==> src/rtl/servo_pkg.sv <==
// Shared constants and types for the servo frame scheduler.
// The defaults give 20 ms frames on a 1 MHz tick.
package servo_pkg;

  localparam int unsigned FrameTicksDflt = 20000;
  localparam int unsigned PulseBaseDflt  = 500;
  localparam int unsigned PosMaxDflt     = 2200;
  localparam int unsigned StepDflt       = 10;

  localparam int unsigned POS_W = 12;
  localparam int unsigned CNT_W = 15;

  typedef enum logic {
    RUN,
    UPD
  } state_e;

  // status_word layout: {ch[1:0], moving, freeze, cur[11:0]}
  localparam int unsigned SwCurLsb = 0;
  localparam int unsigned SwFrzBit = 12;
  localparam int unsigned SwMovBit = 13;
  localparam int unsigned SwChLsb  = 14;

endpackage

==> src/rtl/servo_step_unit.sv <==
// Combinational stepper: moves cur toward tgt by at most STEP, landing exactly on tgt.
// Shared by all channels through the scheduler's index mux.
module servo_step_unit
  import servo_pkg::*;
#(
  parameter int unsigned STEP = StepDflt
) (
  input  logic [POS_W-1:0] cur_i,
  input  logic [POS_W-1:0] tgt_i,
  input  logic             freeze_i,
  output logic [POS_W-1:0] next_cur_o
);

  localparam logic [POS_W-1:0] StepW = POS_W'(STEP);

  logic [POS_W-1:0] diff;

  // Compare first so the unsigned difference never wraps.
  always_comb begin
    next_cur_o = cur_i;
    diff       = '0;
    if (!freeze_i && (cur_i != tgt_i)) begin
      if (tgt_i > cur_i) begin
        diff       = tgt_i - cur_i;
        next_cur_o = (diff > StepW) ? cur_i + StepW : tgt_i;
      end else begin
        diff       = cur_i - tgt_i;
        next_cur_o = (diff > StepW) ? cur_i - StepW : tgt_i;
      end
    end
  end

endmodule

==> src/rtl/servo_frame_scheduler.sv <==
// Multi-channel servo PWM generator: one shared frame counter and one shared stepper,
// time-multiplexed across channels during the first NUM_CH cycles of every frame.
module servo_frame_scheduler
  import servo_pkg::*;
#(
  parameter int unsigned NUM_CH      = 4,
  parameter int unsigned FRAME_TICKS = FrameTicksDflt,
  parameter int unsigned PULSE_BASE  = PulseBaseDflt,
  parameter int unsigned POS_MAX     = PosMaxDflt,
  parameter int unsigned STEP        = StepDflt
) (
  input  logic              mclk,
  input  logic              rst_n,
  input  logic              cmd_valid,
  output logic              cmd_ready,
  input  logic [2:0]        cmd_ch,
  input  logic [11:0]       cmd_pos,
  input  logic [NUM_CH-1:0] freeze,
  input  logic [2:0]        status_ch,
  output logic [NUM_CH-1:0] pwm_out,
  output logic              frame_start,
  output logic [NUM_CH-1:0] moving,
  output logic [15:0]       status_word
);

  localparam logic [CNT_W-1:0] FrameLast  = CNT_W'(FRAME_TICKS - 1);
  localparam logic [CNT_W-1:0] PulseBaseW = CNT_W'(PULSE_BASE);
  localparam logic [POS_W-1:0] PosMaxW    = POS_W'(POS_MAX);
  localparam logic [2:0]       IdxLast    = 3'(NUM_CH - 1);

  state_e           state_q, state_d;
  logic [CNT_W-1:0] cnt_q, cnt_d;
  logic [2:0]       idx_q, idx_d;
  logic [POS_W-1:0] cur_q [NUM_CH];
  logic [POS_W-1:0] tgt_q [NUM_CH];
  logic [NUM_CH-1:0] pwm_q;
  logic             frame_start_q;
  logic             cmd_ready_q;

  logic             cmd_fire;
  logic [POS_W-1:0] cmd_pos_clamped;
  logic [POS_W-1:0] sel_cur, sel_tgt, step_next;
  logic             sel_frz;

  always_comb begin
    cnt_d   = (cnt_q == FrameLast) ? '0 : cnt_q + CNT_W'(1);
    state_d = state_q;
    idx_d   = idx_q;
    unique case (state_q)
      RUN: begin
        if (cnt_q == FrameLast) begin
          state_d = UPD;
          idx_d   = '0;
        end
      end
      UPD: begin
        idx_d = idx_q + 3'd1;
        if (idx_q == IdxLast) state_d = RUN;
      end
      default: state_d = RUN;
    endcase
  end

  assign cmd_fire        = cmd_valid && cmd_ready_q;
  assign cmd_pos_clamped = (cmd_pos > PosMaxW) ? PosMaxW : cmd_pos;

  // Route the channel being updated into the single shared stepper.
  always_comb begin
    sel_cur = '0;
    sel_tgt = '0;
    sel_frz = 1'b0;
    for (int i = 0; i < int'(NUM_CH); i++) begin
      if (idx_q == 3'(i)) begin
        sel_cur = cur_q[i];
        sel_tgt = tgt_q[i];
        sel_frz = freeze[i];
      end
    end
  end

  servo_step_unit #(
    .STEP (STEP)
  ) u_step (
    .cur_i      (sel_cur),
    .tgt_i      (sel_tgt),
    .freeze_i   (sel_frz),
    .next_cur_o (step_next)
  );

  always_ff @(posedge mclk) begin
    if (!rst_n) begin
      state_q       <= UPD;
      cnt_q         <= '0;
      idx_q         <= '0;
      pwm_q         <= '0;
      frame_start_q <= 1'b0;
      cmd_ready_q   <= 1'b0;
      for (int i = 0; i < int'(NUM_CH); i++) begin
        cur_q[i] <= '0;
        tgt_q[i] <= '0;
      end
    end else begin
      state_q       <= state_d;
      cnt_q         <= cnt_d;
      idx_q         <= idx_d;
      frame_start_q <= (cnt_d == '0);
      cmd_ready_q   <= (state_d == RUN);
      for (int i = 0; i < int'(NUM_CH); i++) begin
        if ((state_q == UPD) && (idx_q == 3'(i))) cur_q[i] <= step_next;
        if (cmd_fire && (cmd_ch == 3'(i))) tgt_q[i] <= cmd_pos_clamped;
        // PULSE_BASE > NUM_CH keeps every output high while cur is being updated.
        pwm_q[i] <= (cnt_q < (PulseBaseW + CNT_W'(cur_q[i])));
      end
    end
  end

  always_comb begin
    moving = '0;
    for (int i = 0; i < int'(NUM_CH); i++) moving[i] = (cur_q[i] != tgt_q[i]);
  end

  always_comb begin
    status_word = '0;
    for (int i = 0; i < int'(NUM_CH); i++) begin
      if (status_ch == 3'(i)) begin
        status_word[SwChLsb +: 2]      = status_ch[1:0];
        status_word[SwMovBit]          = moving[i];
        status_word[SwFrzBit]          = freeze[i];
        status_word[SwCurLsb +: POS_W] = cur_q[i];
      end
    end
  end

  assign pwm_out     = pwm_q;
  assign frame_start = frame_start_q;
  assign cmd_ready   = cmd_ready_q;

endmodule

==> config.mk <==
export PLATFORM = sky130hd
export DESIGN_NAME = servo_frame_scheduler
export DESIGN_NICKNAME = d
export VERILOG_FILES = /design/src/rtl/servo_pkg.sv /design/src/rtl/servo_step_unit.sv /design/src/rtl/servo_frame_scheduler.sv
export SDC_FILE = /design/constraint.sdc
export NUM_CORES = 1
export LEC_CHECK = 0
export ABC_AREA = 1
export BUFFER_PORTS_ARGS = -buffer_cell sky130_fd_sc_hd__buf_2
export CELL_PAD_IN_SITES_DETAIL_PLACEMENT = 1
export CELL_PAD_IN_SITES_GLOBAL_PLACEMENT = 2
export CORE_MARGIN = 2
export CORE_UTILIZATION = 40
export CTS_CLUSTER_DIAMETER = 80
export CTS_CLUSTER_SIZE = 20
export DETAILED_ROUTE_END_ITERATION = 16
export GPL_TIMING_DRIVEN = 0
export PLACE_DENSITY = 0.94
export SYNTH_ARGS = -nofsm -noshare
export SYNTH_HDL_FRONTEND = slang
export SYNTH_HIERARCHICAL = 1
export SYNTH_SLANG_ARGS = --single-unit
==> constraint.sdc <==
create_clock -name mclk -period 9.62 [get_ports mclk]
set_clock_uncertainty 0.15 [all_clocks]
set_input_delay 0.962 -clock mclk [delete_from_list [all_inputs] [get_ports mclk]]
set_output_delay 0.962 -clock mclk [all_outputs]
set_load 0.02 [all_outputs]
==> results of run 1 <==
==> flip-flops by register name, indices dropped and copies added, names as in the netlist <==
| register | cells |
|---|---|
| cnt_q | 15 |
| frame_start | 1 |
| tgt_q | 48 |
| cmd_ready | 1 |
| cur_q | 48 |
| state_q | 1 |
| pwm_out | 4 |
| idx_q | 3 |
==> layer usage <==
layer	up-vias	wire, um	track usage
li1	4997	-	-
met1	5114	17100	0.3733
met2	367	18890	0.4863
met3	63	2088	0.03565
met4	0	1192	0.09333
met5	-	0	0
==> metrics by stage <==
step,utilization,std cells
6_report,0.4557,1886
5_1_grt,0.4557,1886
4_1_cts,0.4557,1886
3_5_place_dp,0.4329,1854
3_3_place_gp,0.4326,1853
2_1_floorplan,-,1469
==> synthesized netlist by cell type (all sizes together), types with 2 or more instances <==
library cell / number / area (um^2)
a21oi: 53 / 265.3
nor4: 3 / 18.77
a21o: 2 / 15.01
clkbuf: 32 / 121.4
o22ai: 4 / 25.02
nand3: 145 / 740.7
ha: 83 / 1039
nor2: 186 / 760.7
o21ai: 76 / 391.6
xnor2: 43 / 376.6
nand4: 33 / 212.7
inv: 170 / 638.1
nand2: 368 / 1406
edfxtp: 96 / 2883
o31ai: 2 / 15.01
o211ai: 16 / 120.1
dfxtp: 25 / 500.5
nand3b: 5 / 37.54
fa: 2 / 40.04
a221oi: 12 / 105.1
buf: 21 / 141.4
nor3: 22 / 120.1
xor2: 63 / 551.8
==> layout make-up <==
class	instances	area, um^2	area share
inverters	171	641.9	0.05420
well taps	335	419.2	0.03539
repair buffers	50	252.7	0.02134
clock buffers	22	474.2	0.04004
plain buffers	53	262.8	0.02219
flip-flops and latches	121	3383	0.2857
multi-input cells	1124	6290	0.5311
clock inverters	10	118.9	0.01004
==> power by group <==
group | switching, mW | leakage, nW | internal [mW]
registers | 0.107 | 1.21 | 0.643
clock network | 0.246 | 0.283 | 0.402
logic | 1.53 | 3.91 | 0.676
total | 1.89 | 5.40 | 1.72
==> kinds of logic after synthesis <==
logic type      share of synthesized area
simple gates                       0.3133
xor+xnor                          0.08777
buf+inv                           0.08552
flops                              0.3198
fa+ha+maj                          0.1020
compound gates                    0.09155
==> critical path: cells and delay by family, from the launching register on <==
kind	cells	cell delay, ns
flip-flops	1	0.40
adder cells (fa/ha/maj)	3	1.03
AO/OA/AOI/OAI	1	0.82
buffers and inverters	5	1.09
AND/OR/NAND/NOR	12	1.45
==> path summary, 6_finish.rpt <==
kind	startpoint	endpoint	slack (ns)	cells past startpoint
setup reg to reg	idx_q[0]$_SDFFE_PN0P_	cur_q[2][10]$_SDFFCE_PN0P_	4.39	21
hold / removal	idx_q[0]$_SDFFE_PN0P_	idx_q[0]$_SDFFE_PN0P_	0.38	1
hold reg to reg	idx_q[0]$_SDFFE_PN0P_	idx_q[0]$_SDFFE_PN0P_	0.38	1
setup / recovery	idx_q[0]$_SDFFE_PN0P_	cur_q[2][10]$_SDFFCE_PN0P_	4.39	21
==> impl_metrics.csv, run 1 <==
group,metric,value,unit
run_status,status,"finished clean",
clock_tree,cts_resized,0,
sta,slew_violations,0,
clock_tree,cts_tree,"yes",
drt,num_vias,10540,
setup_path,crit_path_max_incr_delay,0.82,ns
die,core-area,0.02598,mm^2
pwr,p_total,3.607,mW
place,place.gp.congestion,0.9495,
setup_path,worstSetupPathType,"reg -> reg",
clock_tree,hold_buffers,0,
clock_tree,clk_latency,0.43,ns
grt,antenna_found_initial,0,
clock_tree,cts_root_buf,"clkbuf_16",
die,boundaryPins,51,
die,die_w,166.6,um
setup_path,cp_data_required_time,9.63,ns
finish,synthToLayoutAreaGrowth,11.96,%
sta,hold_ws,0.3770,ns
sta,fmax,0.1913,GHz
drt,wl,39270,um
finish,fin_nets,1648,
synthesis,yosys_most_used_dff,"edfxtp_1",
finish,num_antenna_cells,0,
drt,drtIter0Drc,843,
grt,grt_max_degree,17,
sta,setup-tns-final,0,ns
worst_hold_path,hold_class,"reg -> reg",
finish,final_cell_mix,"nand2_1, nor2_1, inv_1",
sta,setup_viol,0,
synthesis,synth_seq_cells,121,
drt,ant_nets,0,
finish,drive_gt1_frac,0.08962,
drt,drc,0,
setup_path,crit_fanout,10,
synthesis,synth_cells,1469,
sta,fin_crit,5.228,ns
clock_tree,clk_pin_slew,0.06,ns
grt,gr-total-overflow,0,
finish,fin_area,0.01184,mm^2
setup_path,worstPathArrival,5.24,ns
synthesis,synth-edff-count,96,
drt,dr.pass1.iters,5,
setup_path,end_kind,"register",
finish,fillerInstances,3358,
place,port_buffers,49,
grt,grt.total_usage,0.2845,
clock_tree,clock_sinks,121,
flow_run,maxCapViolations,0,
sta,tightest_slew,1.061,ns
drt,via_per_inst,5.589,
synthesis,syn_avg_cell_area,7.201,um^2
finish,mostFrequentLayoutCell,"nand2_1",
sta,slew_headroom,0.2882,
clock_tree,postCtsSetupRepairBufs,0,
place,pre_cts_slack,4.162,ns
place,place_hpwl,31790,um
synthesis,ys_async_sr_fraction,0,
synthesis,syn-cell-area,0.01058,mm^2
grt,grt_pass1_wl,60720,um
pwr,leakage,5.404,nW
synthesis,yosysUniqueCellTypes,42,
sta,period_share,0.5434,
pwr,p_per_area,304.6,mW/mm^2
sta,rsz0062_at_grt,"false",
clock_tree,htreeDepth,4,
grt,first_global_vias,10620,
pwr,peakVddDrop,150.1,uV
die,rows,59,
synthesis,yosys_warnings,6,
clock_tree,clk_path_buf_depth,2,
die,start_util,0.4071,
place,placed_cell_area,0.01125,mm^2
setup_path,crit_path_start_kind,"register",
sta,setup_slack,4.392,ns
setup_path,crit_chain,"ha_1 > ha_1 > inv_1 > clkbuf_1 > o21ai_0 > inv_1 > ha_1 > nand2_2 > nor2_2 > nand3_1 > nand4_1 > nand3_1 > nor2_2 > buf_4 > nand3_1 > nand3_1 > nand2_1 > nand2_1 > nand2_1 > inv_1 > nor2_1",
die,die_y,166.6,um
setup_path,crit_slowest_cell,"o21ai_0",
synthesis,seq_area_frac_synth,0.3198,
synthesis,syn-num-nets,1579,
clock_tree,numCtsBuffers,17,
die,die_area,0.02776,mm^2
sta,hold_viol_final,0,
drt,drt-wirelength-per-cell,20.82,um
setup_path,cpMostUsedCell,"nand3_1",
Power figures use the tool's default switching activity.
==> run 2, diff against run 1 <==
--- a/config.mk
+++ b/config.mk
@@ -10,12 +10,12 @@
 export CELL_PAD_IN_SITES_DETAIL_PLACEMENT = 1
 export CELL_PAD_IN_SITES_GLOBAL_PLACEMENT = 2
 export CORE_MARGIN = 2
-export CORE_UTILIZATION = 40
+export CORE_UTILIZATION = 37
 export CTS_CLUSTER_DIAMETER = 80
 export CTS_CLUSTER_SIZE = 20
 export DETAILED_ROUTE_END_ITERATION = 16
 export GPL_TIMING_DRIVEN = 0
-export PLACE_DENSITY = 0.94
+export PLACE_DENSITY = 0.88
 export SYNTH_ARGS = -nofsm -noshare
 export SYNTH_HDL_FRONTEND = slang
 export SYNTH_HIERARCHICAL = 1
==> constraint.sdc (replaced) <==
create_clock -name mclk -period 5.1 [get_ports mclk]
set_clock_uncertainty 0.15 [all_clocks]
set_input_delay 0.51 -clock mclk [delete_from_list [all_inputs] [get_ports mclk]]
set_output_delay 0.51 -clock mclk [all_outputs]
set_load 0.02 [all_outputs]
==> run 2 against run 1 <==
Compared with the run above: routed wire length grew 2.0%; critical path depth grew 4; first-iteration DRC count shrank 7.9%; flip-flop and latch count is the same; register-to-register slack lost 4.1 ns; final cell count grew 2.3%; largest cell class unchanged; hold slack lost 0.042 ns; combinational power grew 93%.
==> impl_metrics.csv, run 2 (same netlist as run 1, synthesis figures left out) <==
group,metric,value,unit
run_status,status,"finished clean",
die,rows,61,
clock_tree,cts_root_buf,"clkbuf_16",
sta,period_share,0.9344,
finish,fin_nets,1649,
die,die_y,173.1,um
grt,busiest_layer,"met2",
pwr,p_per_area,571.9,mW/mm^2
die,die_w,173.1,um
finish,mostFrequentLayoutCell,"nand2_1",
setup_path,crit_path_start_kind,"register",
clock_tree,clk_pin_slew,0.06,ns
grt,met3_usage,0.02441,
drt,drc,0,
drt,dr.pass1.iters,7,
grt,antenna_found_initial,0,
setup_path,reg2regPathDepth,25,
pwr,peakVddDrop,298.0,uV
setup_path,end_kind,"register",
clock_tree,clock_sinks,121,
setup_path,cp_data_required_time,5.11,ns
sta,tightest_slew,1.080,ns
die,core-area,0.02793,mm^2
worst_hold_path,hold_class,"in -> reg",
setup_path,cpMostUsedCell,"nand2_1",
grt,gr-total-overflow,0,
grt,use_met2,0.4507,
die,die_area,0.02996,mm^2
pwr,p_total,6.841,mW
finish,drive_gt1_frac,0.1070,
sta,fmax,0.2098,GHz
setup_path,crit_path_max_incr_delay,0.43,ns
grt,met1_usage,0.3588,
grt,grt_max_degree,17,
drt,drtIter0Drc,776,
flow_run,maxCapViolations,0,
sta,setup_viol,0,
die,boundaryPins,51,
setup_path,crit_slowest_cell,"ha_2",
finish,num_antenna_cells,0,
grt,grt_pass1_wl,61050,um
drt,wl,40080,um
clock_tree,clk_path_buf_depth,2,
pwr,leakage,5.441,nW
clock_tree,clk_latency,0.43,ns
finish,final_cell_mix,"nand2_1, nor2_1, inv_1",
grt,grt.total_usage,0.2653,
drt,drt-wirelength-per-cell,20.77,um
setup_path,worstSetupPathType,"reg -> reg",
grt,first_global_vias,10510,
place,port_buffers,49,
sta,slew_violations,0,
clock_tree,postCtsSetupRepairBufs,0,
finish,layout.cells.non_filler,1930,
setup_path,worstPathArrival,4.78,ns
drt,via_per_inst,5.457,
clock_tree,cts_tree,"yes",
place,place_hpwl,32560,um
finish,synthToLayoutAreaGrowth,13.08,%
setup_path,crit_fanout,10,
clock_tree,htreeDepth,4,
place,dpl.cell_count,1898,
sta,fin_crit,4.765,ns
place,place.gp.congestion,0.9065,
die,start_util,0.3787,
worst_hold_path,hold-path-cell-count,3,
drt,num_vias,10530,
drt,ant_nets,0,
sta,slew_headroom,0.2750,
clock_tree,hold_buffers,0,
clock_tree,numCtsBuffers,17,
finish,largestRegisters,"cur_q: 48 flops, tgt_q: 48 flops, cnt_q: 15 flops",
sta,hold_viol_final,0,
run 2: cell count changes in the layout (fill, tap and decap cells not counted), sizes merged:
cell	before	now
buf	71	69
inv	171	172
clkbuf	54	60
clkinvlp	3	0
clkinv	5	6
bufinv	2	0
run 2: layer usage:
layer	vias up	share of wire	routed length, um
li1	5003	-	-
met4	0	0.022	900
met5	-	0	0
met2	326	0.48	19040
met1	5143	0.45	18150
met3	60	0.049	1980
run 2: worst paths after layout:
kind	to	slack (ns)	from
worst min register to register	idx_q[0]$_SDFFE_PN0P_	0.39	idx_q[0]$_SDFFE_PN0P_
worst max-delay path	cur_q[3][9]$_SDFFCE_PN0P_	0.33	idx_q[0]$_SDFFE_PN0P_
worst max register to register	cur_q[3][9]$_SDFFCE_PN0P_	0.33	idx_q[0]$_SDFFE_PN0P_
worst min-delay path	tgt_q[0][0]$_SDFFCE_PN0P_	0.34	cmd_pos[0]
run 2: critical path: cells and delay by family (launching register included):
family / cells / cell delay (ns)
flops: 1 / 0.35
buf+inv: 6 / 1.07
simple gates: 13 / 1.61
compound gates: 4 / 0.68
fa+ha+maj: 2 / 0.62
run 2: repair_timing:
action / in CTS / in global routing
gates resized for setup: 4 / 53
pin swaps: 0 / 0
gates cloned: 0 / 0
endpoints found under the hold margin: 0 / 0
endpoints found under the setup margin: 40 / 48
run 2: area by class of cell:
cell class	count	area, um^2
Buffer	53	275.3
Clock buffer	25	518.0
Clock inverter	7	37.54
Fill cell	3649	15970
Inverter	171	641.9
Multi-Input combinational cell	1124	6372
Sequential cell	121	3383
Tap cell	378	473.0
Timing Repair Buffer	51	260.3
run 2: power by group:
| group | internal [mW] | switching, mW | total [mW] |
|---|---|---|---|
| combinational | 1.31 | 2.94 | 4.26 |
| sequential | 1.21 | 0.208 | 1.42 |
| clock | 0.702 | 0.463 | 1.16 |
run 2: per-stage QoR:
stage	area, um^2	utilization	setup TNS (ns)	hold WS, ns	setup slack, ns
3_3_place_gp	11300	0.4044	-3.230	0.3626	-0.1162
3_5_place_dp	11310	0.4049	-8.242	0.3863	-0.2317
2_1_floorplan	10580	-	0	0.3303	1.192
5_1_grt	11960	0.4282	-0.003753	0.3459	-0.002324
4_1_cts	11870	0.4248	0	0.3244	0.002824
6_report	11960	0.4282	0	0.3354	0.3345
